`src/rtl/fetch_pkg.sv`:
```
// Shared fetch-stage types and default widths.
// FETCH_MISALIGN_TRAP_EN adds the TRAP state for misaligned redirect targets.
package fetch_pkg;
  localparam int          PC_WIDTH   = 32;
  localparam int          INST_WIDTH = 32;
  localparam logic [31:0] RESET_PC   = 32'h0000_0000;

`ifdef FETCH_MISALIGN_TRAP_EN
  typedef enum logic [2:0] {ST_IDLE, ST_REQ, ST_WAIT, ST_DROP, ST_HOLD, ST_TRAP} fetch_state_e;
`else
  typedef enum logic [2:0] {ST_IDLE, ST_REQ, ST_WAIT, ST_DROP, ST_HOLD} fetch_state_e;
`endif
endpackage

```
`src/rtl/fetch_pc_next.sv`:
```
// Next-PC select: redirect target vs sequential pc+4, plus target alignment check.
// FETCH_MISALIGN_TRAP_EN exposes the misaligned flag instead of forcing alignment.
module fetch_pc_next #(
  parameter int PC_WIDTH = fetch_pkg::PC_WIDTH
) (
  input  logic [PC_WIDTH-1:0] pc,
  input  logic                redirect_valid,
  input  logic [PC_WIDTH-1:0] redirect_pc,
  output logic [PC_WIDTH-1:0] pc_plus_4,
  output logic [PC_WIDTH-1:0] pc_next
`ifdef FETCH_MISALIGN_TRAP_EN
  ,
  output logic                misaligned
`endif
);
  import fetch_pkg::*;

  always_comb begin
    // Wraps modulo 2^PC_WIDTH by construction.
    pc_plus_4 = pc + PC_WIDTH'(4);
`ifdef FETCH_MISALIGN_TRAP_EN
    misaligned = redirect_valid && (redirect_pc[1:0] != 2'b00);
    pc_next    = redirect_valid ? redirect_pc : pc_plus_4;
`else
    pc_next    = redirect_valid ? (redirect_pc & ~PC_WIDTH'(3)) : pc_plus_4;
`endif
  end
endmodule

```
`src/rtl/fetch_ctrl.sv`:
```
// Instruction fetch controller: one outstanding imem request, single output register.
// FETCH_MISALIGN_TRAP_EN adds fetch_misaligned and the TRAP state.
module fetch_ctrl #(
  parameter int                         PC_WIDTH   = fetch_pkg::PC_WIDTH,
  parameter int                         INST_WIDTH = fetch_pkg::INST_WIDTH,
  parameter logic [PC_WIDTH-1:0]        RESET_PC   = PC_WIDTH'(fetch_pkg::RESET_PC)
) (
  input  logic                  clk,
  input  logic                  reset,
  input  logic                  redirect_valid,
  input  logic [PC_WIDTH-1:0]   redirect_pc,
  output logic                  imem_req,
  output logic [PC_WIDTH-1:0]   imem_addr,
  input  logic                  imem_gnt,
  input  logic                  imem_rvalid,
  input  logic [INST_WIDTH-1:0] imem_rdata,
  output logic                  if_valid,
  input  logic                  if_ready,
  output logic [INST_WIDTH-1:0] if_inst,
  output logic [PC_WIDTH-1:0]   if_pc,
  output logic [PC_WIDTH-1:0]   if_pc_plus_4
`ifdef FETCH_MISALIGN_TRAP_EN
  ,
  output logic                  fetch_misaligned
`endif
);
  import fetch_pkg::*;

  fetch_state_e        state;
  logic [PC_WIDTH-1:0] pc, pc_plus_4, pc_next;

`ifdef FETCH_MISALIGN_TRAP_EN
  logic misaligned;
  logic pend;

  fetch_pc_next #(.PC_WIDTH(PC_WIDTH)) u_pc_next (
    .pc(pc), .redirect_valid(redirect_valid), .redirect_pc(redirect_pc),
    .pc_plus_4(pc_plus_4), .pc_next(pc_next), .misaligned(misaligned)
  );
`else
  fetch_pc_next #(.PC_WIDTH(PC_WIDTH)) u_pc_next (
    .pc(pc), .redirect_valid(redirect_valid), .redirect_pc(redirect_pc),
    .pc_plus_4(pc_plus_4), .pc_next(pc_next)
  );
`endif

  always_ff @(posedge clk) begin
    if (reset) begin
      state        <= ST_IDLE;
      pc           <= RESET_PC;
      if_inst      <= '0;
      if_pc        <= '0;
      if_pc_plus_4 <= '0;
`ifdef FETCH_MISALIGN_TRAP_EN
      pend         <= 1'b0;
`endif
    end else begin
`ifdef FETCH_MISALIGN_TRAP_EN
      // A response may still be in flight when trapping; remember it so the exit drains it.
      pend <= (imem_req && imem_gnt) || (pend && !imem_rvalid);
      if (misaligned) begin
        state <= ST_TRAP;
        if_pc <= redirect_pc;
      end else
`endif
      case (state)
        ST_IDLE: begin
          if (redirect_valid) pc <= pc_next;
          state <= ST_REQ;
        end
        ST_REQ: begin
          if (redirect_valid) begin
            pc    <= pc_next;
            state <= imem_gnt ? ST_DROP : ST_REQ;
          end else if (imem_gnt) begin
            state <= ST_WAIT;
          end
        end
        ST_WAIT: begin
          if (redirect_valid) begin
            pc    <= pc_next;
            state <= imem_rvalid ? ST_REQ : ST_DROP;
          end else if (imem_rvalid) begin
            if_inst      <= imem_rdata;
            if_pc        <= pc;
            if_pc_plus_4 <= pc_plus_4;
            state        <= ST_HOLD;
          end
        end
        ST_DROP: begin
          if (redirect_valid) pc <= pc_next;
          if (imem_rvalid)    state <= ST_REQ;
        end
        ST_HOLD: begin
          // pc_next is the redirect target or pc+4, whichever applies.
          if (redirect_valid || if_ready) begin
            pc    <= pc_next;
            state <= ST_REQ;
          end
        end
`ifdef FETCH_MISALIGN_TRAP_EN
        ST_TRAP: begin
          if (redirect_valid) begin
            pc    <= pc_next;
            state <= (pend && !imem_rvalid) ? ST_DROP : ST_REQ;
          end
        end
`endif
        default: state <= ST_IDLE;
      endcase
    end
  end

  assign imem_req  = (state == ST_REQ);
  assign imem_addr = pc;
  assign if_valid  = (state == ST_HOLD) && !redirect_valid;
`ifdef FETCH_MISALIGN_TRAP_EN
  assign fetch_misaligned = (state == ST_TRAP);
`endif
endmodule
```
`config.mk`:
```
export PLATFORM = sky130hd
export DESIGN_NAME = fetch_ctrl
export DESIGN_NICKNAME = d
export VERILOG_FILES = /design/src/rtl/fetch_pkg.sv /design/src/rtl/fetch_pc_next.sv /design/src/rtl/fetch_ctrl.sv
export SDC_FILE = /design/constraint.sdc
export NUM_CORES = 1
export LEC_CHECK = 0
export BUFFER_PORTS_ARGS = -buffer_cell sky130_fd_sc_hd__buf_2
export CORE_MARGIN = 10
export CORE_UTILIZATION = 47
export DETAILED_ROUTE_END_ITERATION = 7
export HOLD_SLACK_MARGIN = 0.05
export MAX_ROUTING_LAYER = met4
export PLACE_DENSITY = 0.86
export SKIP_CTS_REPAIR_TIMING = 1
export SYNTH_ARGS = -nofsm -noshare
export SYNTH_HDL_FRONTEND = slang
export SYNTH_SLANG_ARGS = --single-unit
```
`constraint.sdc`:
```
create_clock -name clk -period 5.6 [get_ports clk]
set_input_delay 0.84 -clock clk [delete_from_list [all_inputs] [get_ports clk]]
set_output_delay 0.84 -clock clk [all_outputs]
set_load 0.02 [all_outputs]
```
==> impl_metrics.yaml, run 1 <==
status:
  outcome: "finished, final reports clean"
sta:
  worst_pin_slew_ns: 0.981
  maxSlewHeadroom_pct: 34.2
  rsz0062_at_grt: "false"
  period_minus_slack_ns: 2.99
  hold_viol_final: 0
  fmax_mhz: 334
  finalCritPeriodShare_pct: 53.4
  report.final.setup_viol: 0
  setup_tns_ns: 0
  slew_viol_final: 0
  skew_ns: 0.0101
die:
  die_h_um: 129
  die_w_um: 129
  start_util_pct: 48.3
  die_area_sq_mm: 0.0165
  fp-row-count: 39
  core-area_sq_mm: 0.0115
  io_pins: 200
logic_synthesis:
  synth_top_area_share_pct: 45.2
  yosys.area.top_type: "dfxtp_1"
  syn_inst: 698
  yosys-top-cells-area: "dfxtp_1 45%, nand2_1 11%, a21oi_1 7.0%"
  synth-edff-count: 0
  avgSynthCellArea_sq_um: 7.93
  synth_ff_type: "dfxtp_1"
  netlist_area_sq_mm: 0.00554
  synth_seq_area_share_pct: 45.2
  ys_async_sr_fraction_pct: 0
  synth_warnings: 0
  synthDistinctLibCells: 51
  ys_ff_latch: 125
clock_tree:
  cts_buffers: 17
  cts.path.max_buffers: 2
  htreeDepth: 4
  cts_sinks: 125
  cts_root_buf: "clkbuf_16"
  cts_tree: "done"
  clkLatencyLatePin_ns: 0.41
  clkTransAtPathRegs_ns: 0.05
setup_path:
  timing.rr.start: "imem_addr[4]"
  required_ns: 5.86
  ff2ff_path_depth: 5
  rr_endpoint: "if_pc_plus_4[19]"
  crit_fanout: 69
  endpoint_kind: "flop"
  path_class: "primary input to flop"
  rrSetupSlack_ns: 2.96
  cp-start-kind: "primary input"
  cp.arrival_ns: 3.26
routing:
  drt_iter0_drc: 494
  drt_first_pass_iters: 5
  vias: 5435
  final_antenna_net_count: 0
  wl_um: 17000
  drc: 0
  route.detailed.wl_per_inst_um: 16.9
  vias_per_cell: 5.40
final_layout:
  final_nets: 922
  synthToLayoutAreaGrowth_pct: 27.2
  seqCellArea_sq_mm: 0.00250
  final_cell_mix: "190 x buf_2, 156 x nand2_1, 125 x dfxtp_1"
  final_common_cell: "buf_2"
  multi_input_area_sq_mm: 0.00273
  fillers: 1016
  num_antenna_cells: 0
  drive_gt1_share_pct: 27.2
power_and_ir_drop:
  p_sw_uw: 539
  irDropWorstVdd_mv: 0.239
  finalPower_uw: 2280
  power_leakage_uw: 0.00291
  internal_power_uw: 1740
  combinationalPowerShare_pct: 9.0
  clkPwrFrac_pct: 49.0
  powerDensity_mw_per_mm2: 324
  seq_power_share_pct: 42.0
  p_sw_share_pct: 23.6
global_route:
  grt_antenna_before_repair: 0
  met2_usage_pct: 31.5
  grt-ovfl-total: 0
  grt_pass1_wl_um: 26400
  use_met1_pct: 24.1
  grt_util_met3_pct: 5.42
  grt-busiest-layer: "met2"
  grt_util_all_layers_pct: 20.2
  grt_start_max_net_pins: 70
  first_global_vias: 5045
hold_path:
  holdPathStages: 2
  hold_start: "if_inst[6]"
  min_path_type: "flop to flop"
  whs_endpoint: "if_inst[6]"
placed_design:
  gp_congestion: 0.809
  dpl.hpwl_um: 12000
  io_buffers: 191
run:
  cap_violations: 0
## power by group through the flow
stage	Sequential [uW]	Clock, uW	Combinational (uW)
after floorplan	986	0	121
after global placement	975	0	201
after detailed placement	976	0	204
after CTS	958	1140	206
after global routing	964	1180	225
final	959	1120	205
## synthesized netlist by cell type, drive strengths merged, types with 10 or more instances
library cell,count
a21oi,78
buf,18
nand2,156
nand3,22
nand3b,10
nor3,10
xnor2,11
nor2,57
dfxtp,125
nand4,10
a31oi,11
xor2,16
a211oi,36
clkbuf,51
o21ai,21
## cell type report
cell class                      instances  share of cell area (%)
Clock buffer                           23                    6.50
Sequential cell                       125                    35.5
Tap cell                              143                    2.54
Clock inverter                          8                    1.99
Multi-Input combinational cell        503                    38.8
Inverter                                6                   0.320
Timing Repair Buffer                  198                    14.3
## worst max-delay path, cell delays in order
cell,delay [ns]
buf_2,0.09
buf_4,0.32
nor2_1,0.26
nand4b_1,0.80
buf_4,0.61
nor3b_1,0.24
nor4_1,0.07
## metrics by stage
step | utilization (%) | std cells | instance area, sq um | hold slack [ns] | worst slack [ns]
2_1_floorplan | - | 703 | 5560 | 0.501 | 3.24
3_3_place_gp | 56.2 | 975 | 6450 | 0.439 | 2.21
3_5_place_dp | 56.2 | 975 | 6450 | 0.443 | 2.18
4_1_cts | 61.4 | 1006 | 7050 | 0.450 | 2.62
5_1_grt | 61.4 | 1006 | 7050 | 0.465 | 2.39
6_report | 61.4 | 1006 | 7050 | 0.449 | 2.61
## cells by family (layout without fill, tap and decap cells)
group                      count (synthesis)  count (layout)  synth area share [%]
buffers and inverters                     75             235                  5.87
AOI/OAI and AO/OA                        177             177                  19.6
adders and majority gates                  1               1                 0.226
xor gates and xnor gates                  27              27                  4.27
and+or+nand+nor                          291             291                  24.6
muxes                                      1               1                 0.181
DFF                                      125             125                  45.2
other                                      1               6                0.0677
## layer usage
metal / share of wire (%) / routed length (um) / up-vias
li1: - / - / 2724
met1: 40 / 6880 / 2489
met2: 50 / 8450 / 188
met3: 7.1 / 1210 / 34
met4: 2.8 / 485 / 0
met5: 0 / 0 / -
## worst max-delay path by stage
stage	start	to	slack, ns	cells after the start
floorplan	redirect_valid	if_valid	3.24	2
global placement	redirect_valid	if_pc_plus_4[27]	2.21	7
detailed placement	redirect_valid	if_pc_plus_4[27]	2.18	7
CTS	redirect_valid	if_pc_plus_4[27]	2.62	7
global route	redirect_valid	if_pc_plus_4[27]	2.39	7
finish	redirect_valid	if_pc_plus_4[27]	2.61	7
## sequential cells by signal, summed over array words and instances (netlist names)
register	cells
if_inst	32
if_pc	30
if_pc_plus_4	30
imem_addr	30
state	3
(Power assumes the default switching activity.)
==> inputs of run 2 (changes only) <==
==> constraint.sdc (replaced) <==
create_clock -name clk -period 2.95 [get_ports clk]
set_input_delay 0.4425 -clock clk [delete_from_list [all_inputs] [get_ports clk]]
set_output_delay 0.4425 -clock clk [all_outputs]
set_load 0.02 [all_outputs]
==> impl_metrics.yaml, run 2 (same netlist as run 1, synthesis figures left out) <==
status:
  outcome: "finished, final reports clean"
routing:
  vias_per_cell: 5.38
  route.detailed.wl_per_inst_um: 16.6
  wl_um: 16800
  final_antenna_net_count: 0
  drc: 0
  drt_iter0_drc: 451
  drt_first_pass_iters: 5
  vias: 5451
power_and_ir_drop:
  p_sw_uw: 1030
  powerDensity_mw_per_mm2: 595
  internal_power_uw: 3190
  finalPower_uw: 4220
  clkPwrFrac_pct: 47.6
  power_leakage_uw: 0.00293
  p_sw_share_pct: 24.3
  seq_power_share_pct: 43.1
  combinationalPowerShare_pct: 9.3
  irDropWorstVdd_mv: 0.707
die:
  core-area_sq_mm: 0.0115
  die_h_um: 129
  fp-row-count: 39
  start_util_pct: 48.3
  die_area_sq_mm: 0.0165
  die_w_um: 129
  io_pins: 200
sta:
  skew_ns: 0.00715
  finalCritPeriodShare_pct: 78.4
  period_minus_slack_ns: 2.31
  maxSlewHeadroom_pct: 58.9
  hold_viol_final: 0
  setup_tns_ns: 0
  report.final.setup_viol: 0
  rsz0062_at_grt: "false"
  fmax_mhz: 433
  worst_pin_slew_ns: 0.615
  slew_viol_final: 0
placed_design:
  dpl.hpwl_um: 12200
  gp_congestion: 0.810
  io_buffers: 191
setup_path:
  cp-start-kind: "flop"
  crit_fanout: 9
  path_class: "flop to flop"
  cp.arrival_ns: 2.65
  required_ns: 3.29
  endpoint_kind: "flop"
global_route:
  grt_antenna_before_repair: 0
  first_global_vias: 5096
  grt_start_max_net_pins: 52
  grt_pass1_wl_um: 25900
  grt-ovfl-total: 0
  grt_util_all_layers_pct: 19.9
clock_tree:
  htreeDepth: 4
  clkTransAtPathRegs_ns: 0.05
  cts_buffers: 17
  cts_tree: "done"
  cts_root_buf: "clkbuf_16"
  clkLatencyLatePin_ns: 0.41
  cts_sinks: 125
  cts.path.max_buffers: 2
final_layout:
  final_nets: 929
  final_cell_mix: "190 x buf_2, 156 x nand2_1, 125 x dfxtp_1"
  num_antenna_cells: 0
  drive_gt1_share_pct: 27.8
  regMostFlops: "if_inst"
  final_common_cell: "buf_2"
  synthToLayoutAreaGrowth_pct: 28.1
  largest_reg_flops: 32
run:
  cap_violations: 0
hold_path:
  min_path_type: "primary input to flop"
## run 2: per-stage QoR
step / hold WS, ns / utilization [%] / area, sq um / setup slack (ns) / instances
4_1_cts: 0.249 / 61.9 / 7100 / 0.652 / 1013
6_report: 0.266 / 61.9 / 7100 / 0.638 / 1013
2_1_floorplan: 0.501 / - / 5560 / 0.885 / 703
5_1_grt: 0.251 / 61.9 / 7100 / 0.377 / 1013
3_5_place_dp: 0.443 / 56.9 / 6530 / 0.661 / 982
3_3_place_gp: 0.438 / 56.9 / 6530 / 0.700 / 982
## run 2: critical path, cell delays in order, from the launching register on
cell and delay [ns]:
dfxtp_1 0.49, ha_1 0.33, nand3_2 0.24, nor3_1 0.52, nand2_1 0.18, or3_1 0.33
a31oi_1 0.15
## run 2: power groups by stage
stage	Combinational (uW)	Sequential, uW	Clock, uW
global placement	386	1850	0
global route	430	1830	2120
CTS	394	1820	2050
detailed placement	392	1850	0
floorplan	230	1870	0
finish	393	1820	2010
## run 2: cell type report
cell class | count | area [sq um]
fill | 1020 | 4370
multi-input combinational | 503 | 2730
sequential | 125 | 2500
timing repair buffer | 205 | 1090
clock buffer | 25 | 485
tap | 143 | 179
clock inverter | 6 | 85.1
inverter | 6 | 22.5
## run 2: worst paths after layout
path                                      from  cells past startpoint  slack, ns             to
worst max register to register    imem_addr[2]                      6       0.64  imem_addr[22]
worst min register to register      if_inst[6]                      2       0.45     if_inst[6]
worst max-delay path              imem_addr[2]                      6       0.64  imem_addr[22]
worst min-delay path            imem_rdata[24]                      3       0.27    if_inst[24]
## run 2: layer usage
layer	vias to the layer above	share of wire, %	track usage [%]
met2	188	50	31.1
met4	0	2.0	7.73
li1	2732	-	-
met3	27	6.6	5.67
met5	-	0	-
met1	2504	42	23.8
==> inputs of run 3 (changes only) <==
--- a/config.mk
+++ b/config.mk
@@ -5,13 +5,14 @@
 export SDC_FILE = /design/constraint.sdc
 export NUM_CORES = 1
 export LEC_CHECK = 0
+export ABC_AREA = 1
 export BUFFER_PORTS_ARGS = -buffer_cell sky130_fd_sc_hd__buf_2
 export CORE_MARGIN = 10
-export CORE_UTILIZATION = 47
+export CORE_UTILIZATION = 45
 export DETAILED_ROUTE_END_ITERATION = 7
 export HOLD_SLACK_MARGIN = 0.05
 export MAX_ROUTING_LAYER = met4
-export PLACE_DENSITY = 0.86
+export PLACE_DENSITY = 0.87
 export SKIP_CTS_REPAIR_TIMING = 1
 export SYNTH_ARGS = -nofsm -noshare
 export SYNTH_HDL_FRONTEND = slang
==> constraint.sdc (replaced) <==
create_clock -name clk -period 2.05 [get_ports clk]
set_input_delay 0.3075 -clock clk [delete_from_list [all_inputs] [get_ports clk]]
set_output_delay 0.3075 -clock clk [all_outputs]
set_load 0.02 [all_outputs]
==> impl_metrics.yaml, run 3 <==
logic_synthesis:
  synth_seq_area_share_pct: 45.3
  avgSynthCellArea_sq_um: 6.96
  synth-edff-count: 0
  yosys-top-cells-count: "199 x nor2_1, 125 x dfxtp_1, 121 x o21ai_0, 119 x nand2_1, 71 x a21oi_1"
  synth_ff_type: "dfxtp_1"
  synth.most_common_cell: "nor2_1"
  ys_async_sr_fraction_pct: 0
  yosys.area.top_type: "dfxtp_1"
  ys_ff_latch: 125
  synth_warnings: 0
  netlist_area_sq_mm: 0.00552
  synthDistinctLibCells: 26
  synth_top_area_share_pct: 45.3
  syn_inst: 793
  yosys-top-cells-area: "dfxtp_1 45%, nor2_1 14%, o21ai_0 11%"
placed_design:
  dp_cells: 1099
  io_buffers: 191
  place_ws_ns: 0.333
  dpl_cell_area_sq_mm: 0.00656
  dpl.hpwl_um: 13400
  gp_congestion: 0.914
global_route:
  grt_util_all_layers_pct: 22.2
  grt_start_max_net_pins: 69
  grt_antenna_before_repair: 3
  grt-ovfl-total: 0
  first_global_vias: 5535
  grt_pass1_wl_um: 28800
  use_met1_pct: 25.9
  grt_util_met3_pct: 7.61
  met2_usage_pct: 35.3
  grt-busiest-layer: "met2"
sta:
  layout_setup_ws_ns: 0.281
  report.final.setup_viol: 0
  slew_viol_final: 0
  maxSlewHeadroom_pct: 63.9
  finalCritPeriodShare_pct: 86.3
  period_minus_slack_ns: 1.77
  hold_viol_final: 0
  fmax_mhz: 565
  skew_ns: 0.00917
  setup_tns_ns: 0
  rsz0062_at_grt: "false"
  worst_pin_slew_ns: 0.541
clock_tree:
  cts_root_buf: "clkbuf_16"
  cts_buffers: 17
  clkTransAtPathRegs_ns: 0.05
  clkLatencyLatePin_ns: 0.42
  cts.path.max_buffers: 2
  htreeDepth: 4
  cts_sinks: 125
  cts_tree: "done"
power_and_ir_drop:
  power_leakage_uw: 0.00350
  powerDensity_mw_per_mm2: 886
  irDropWorstVdd_mv: 0.618
setup_path:
  cpPeakStageDelay_ns: 0.40
  cp.arrival_ns: 2.12
  path_class: "flop to flop"
  cp_cell_sequence: "ha_1 -> nand2_1 -> nor2_4 -> nand2_1 -> nor2_2 -> xor2_1 -> nand2_1 -> a21oi_1"
  cp_common_cell: "nand2_1"
  required_ns: 2.40
  crit_fanout: 5
  crit_path_top_delay_cell: "dfxtp_1"
  cp-start-kind: "flop"
  endpoint_kind: "flop"
final_layout:
  fin_cells: 1132
  regMostFlops: "if_inst"
  synthToLayoutAreaGrowth_pct: 29.2
  fin_util_pct: 59.4
  final_cell_mix: "199 x nor2_1, 191 x buf_2, 125 x dfxtp_1"
  final_nets: 1042
  drive_gt1_share_pct: 25.6
  final_common_cell: "nor2_1"
  fillers: 1120
  fin_area_sq_mm: 0.00713
  largest_reg_flops: 32
run:
  cap_violations: 0
die:
  io_pins: 200
  core-area_sq_mm: 0.0120
  fp-row-count: 40
  die_w_um: 131
  die_area_sq_mm: 0.0171
  die_h_um: 131
  start_util_pct: 45.9
routing:
  vias_per_cell: 5.22
  route.detailed.wl_per_inst_um: 16.6
  drt_first_pass_iters: 5
  drc: 0
  drt_iter0_drc: 427
  vias: 5908
  final_antenna_net_count: 0
  wl_um: 18800
status:
  outcome: "finished, final reports clean"
hold_path:
  min_path_type: "primary input to flop"
[run 3: cell types whose count changed after synthesis, moves of 7 or more]
cell | previous run | this run
nand2_1 | 156 | 119
nand4_1 | 8 | 0
a31oi_1 | 11 | 2
a21oi_1 | 78 | 71
nand3_1 | 19 | 10
nor2_1 | 56 | 199
inv_1 | 6 | 49
o21ai_0 | 20 | 121
a211oi_1 | 36 | 0
xnor2_1 | 11 | 4
nor2_4 | 0 | 7
clkbuf_1 | 49 | 25
[run 3: final cells by class]
type                    instances  area (sq um)  share of cell area, %
clock buffers                  24           502                   7.04
flip-flops and latches        125          2500                   35.1
multi-input cells             572          2620                   36.7
well taps                     147           184                   2.58
clock inverters                 6          60.1                  0.842
inverters                      51           191                   2.69
diodes                          3          7.51                  0.105
repair buffers                204          1070                   15.0
[run 3: where the power goes]
group	internal (uW)	leakage (uW)	switching [uW]
Combinational	269	0.00221	533
Sequential	2550	0.00102	112
Clock	1810	0.000274	1050
[run 3: worst paths after layout]
check	cells after the start	slack, ns	startpoint	to
worst max register to register	8	0.28	imem_addr[2]	imem_addr[16]
worst max-delay path	8	0.28	imem_addr[2]	imem_addr[16]
worst min register to register	2	0.46	if_pc_plus_4[2]	if_pc_plus_4[2]
worst min-delay path	3	0.14	imem_rdata[12]	if_inst[12]
[run 3: cells by family (layout without fill, tap and decap cells)]
| group | after synthesis | in the layout | share of synthesized area, % |
|---|---|---|---|
| XOR/XNOR | 15 | 15 | 2.38 |
| AND/OR/NAND/NOR | 353 | 353 | 26.3 |
| buffers and inverters | 101 | 285 | 7.69 |
| AO/OA/AOI/OAI | 197 | 197 | 18.0 |
| other | 1 | 9 | 0.0679 |
| flip-flops | 125 | 125 | 45.3 |
| adder cells (fa/ha/maj) | 1 | 1 | 0.227 |
[run 3: metal layers]
layer  vias up  wire, um
met2       289      8880
met3        27      1980
li1       2893         -
met1      2699      7690
met4         0       265
met5         -         0
[run 3: worst max-delay path, delay by kind of cell, from the launching register on]
kind,cells,cell delay [ns]
xor+xnor,1,0.22
flops,1,0.40
fa+ha+maj,1,0.22
compound gates,1,0.13
simple gates,5,0.74
[run 3: stage by stage]
step	power [uW]	hold slack, ns
finish	6310	0.143
global route	6560	0.154
CTS	6350	0.132
detailed placement	3500	0.457
global placement	3480	0.450
floorplan	3190	0.456
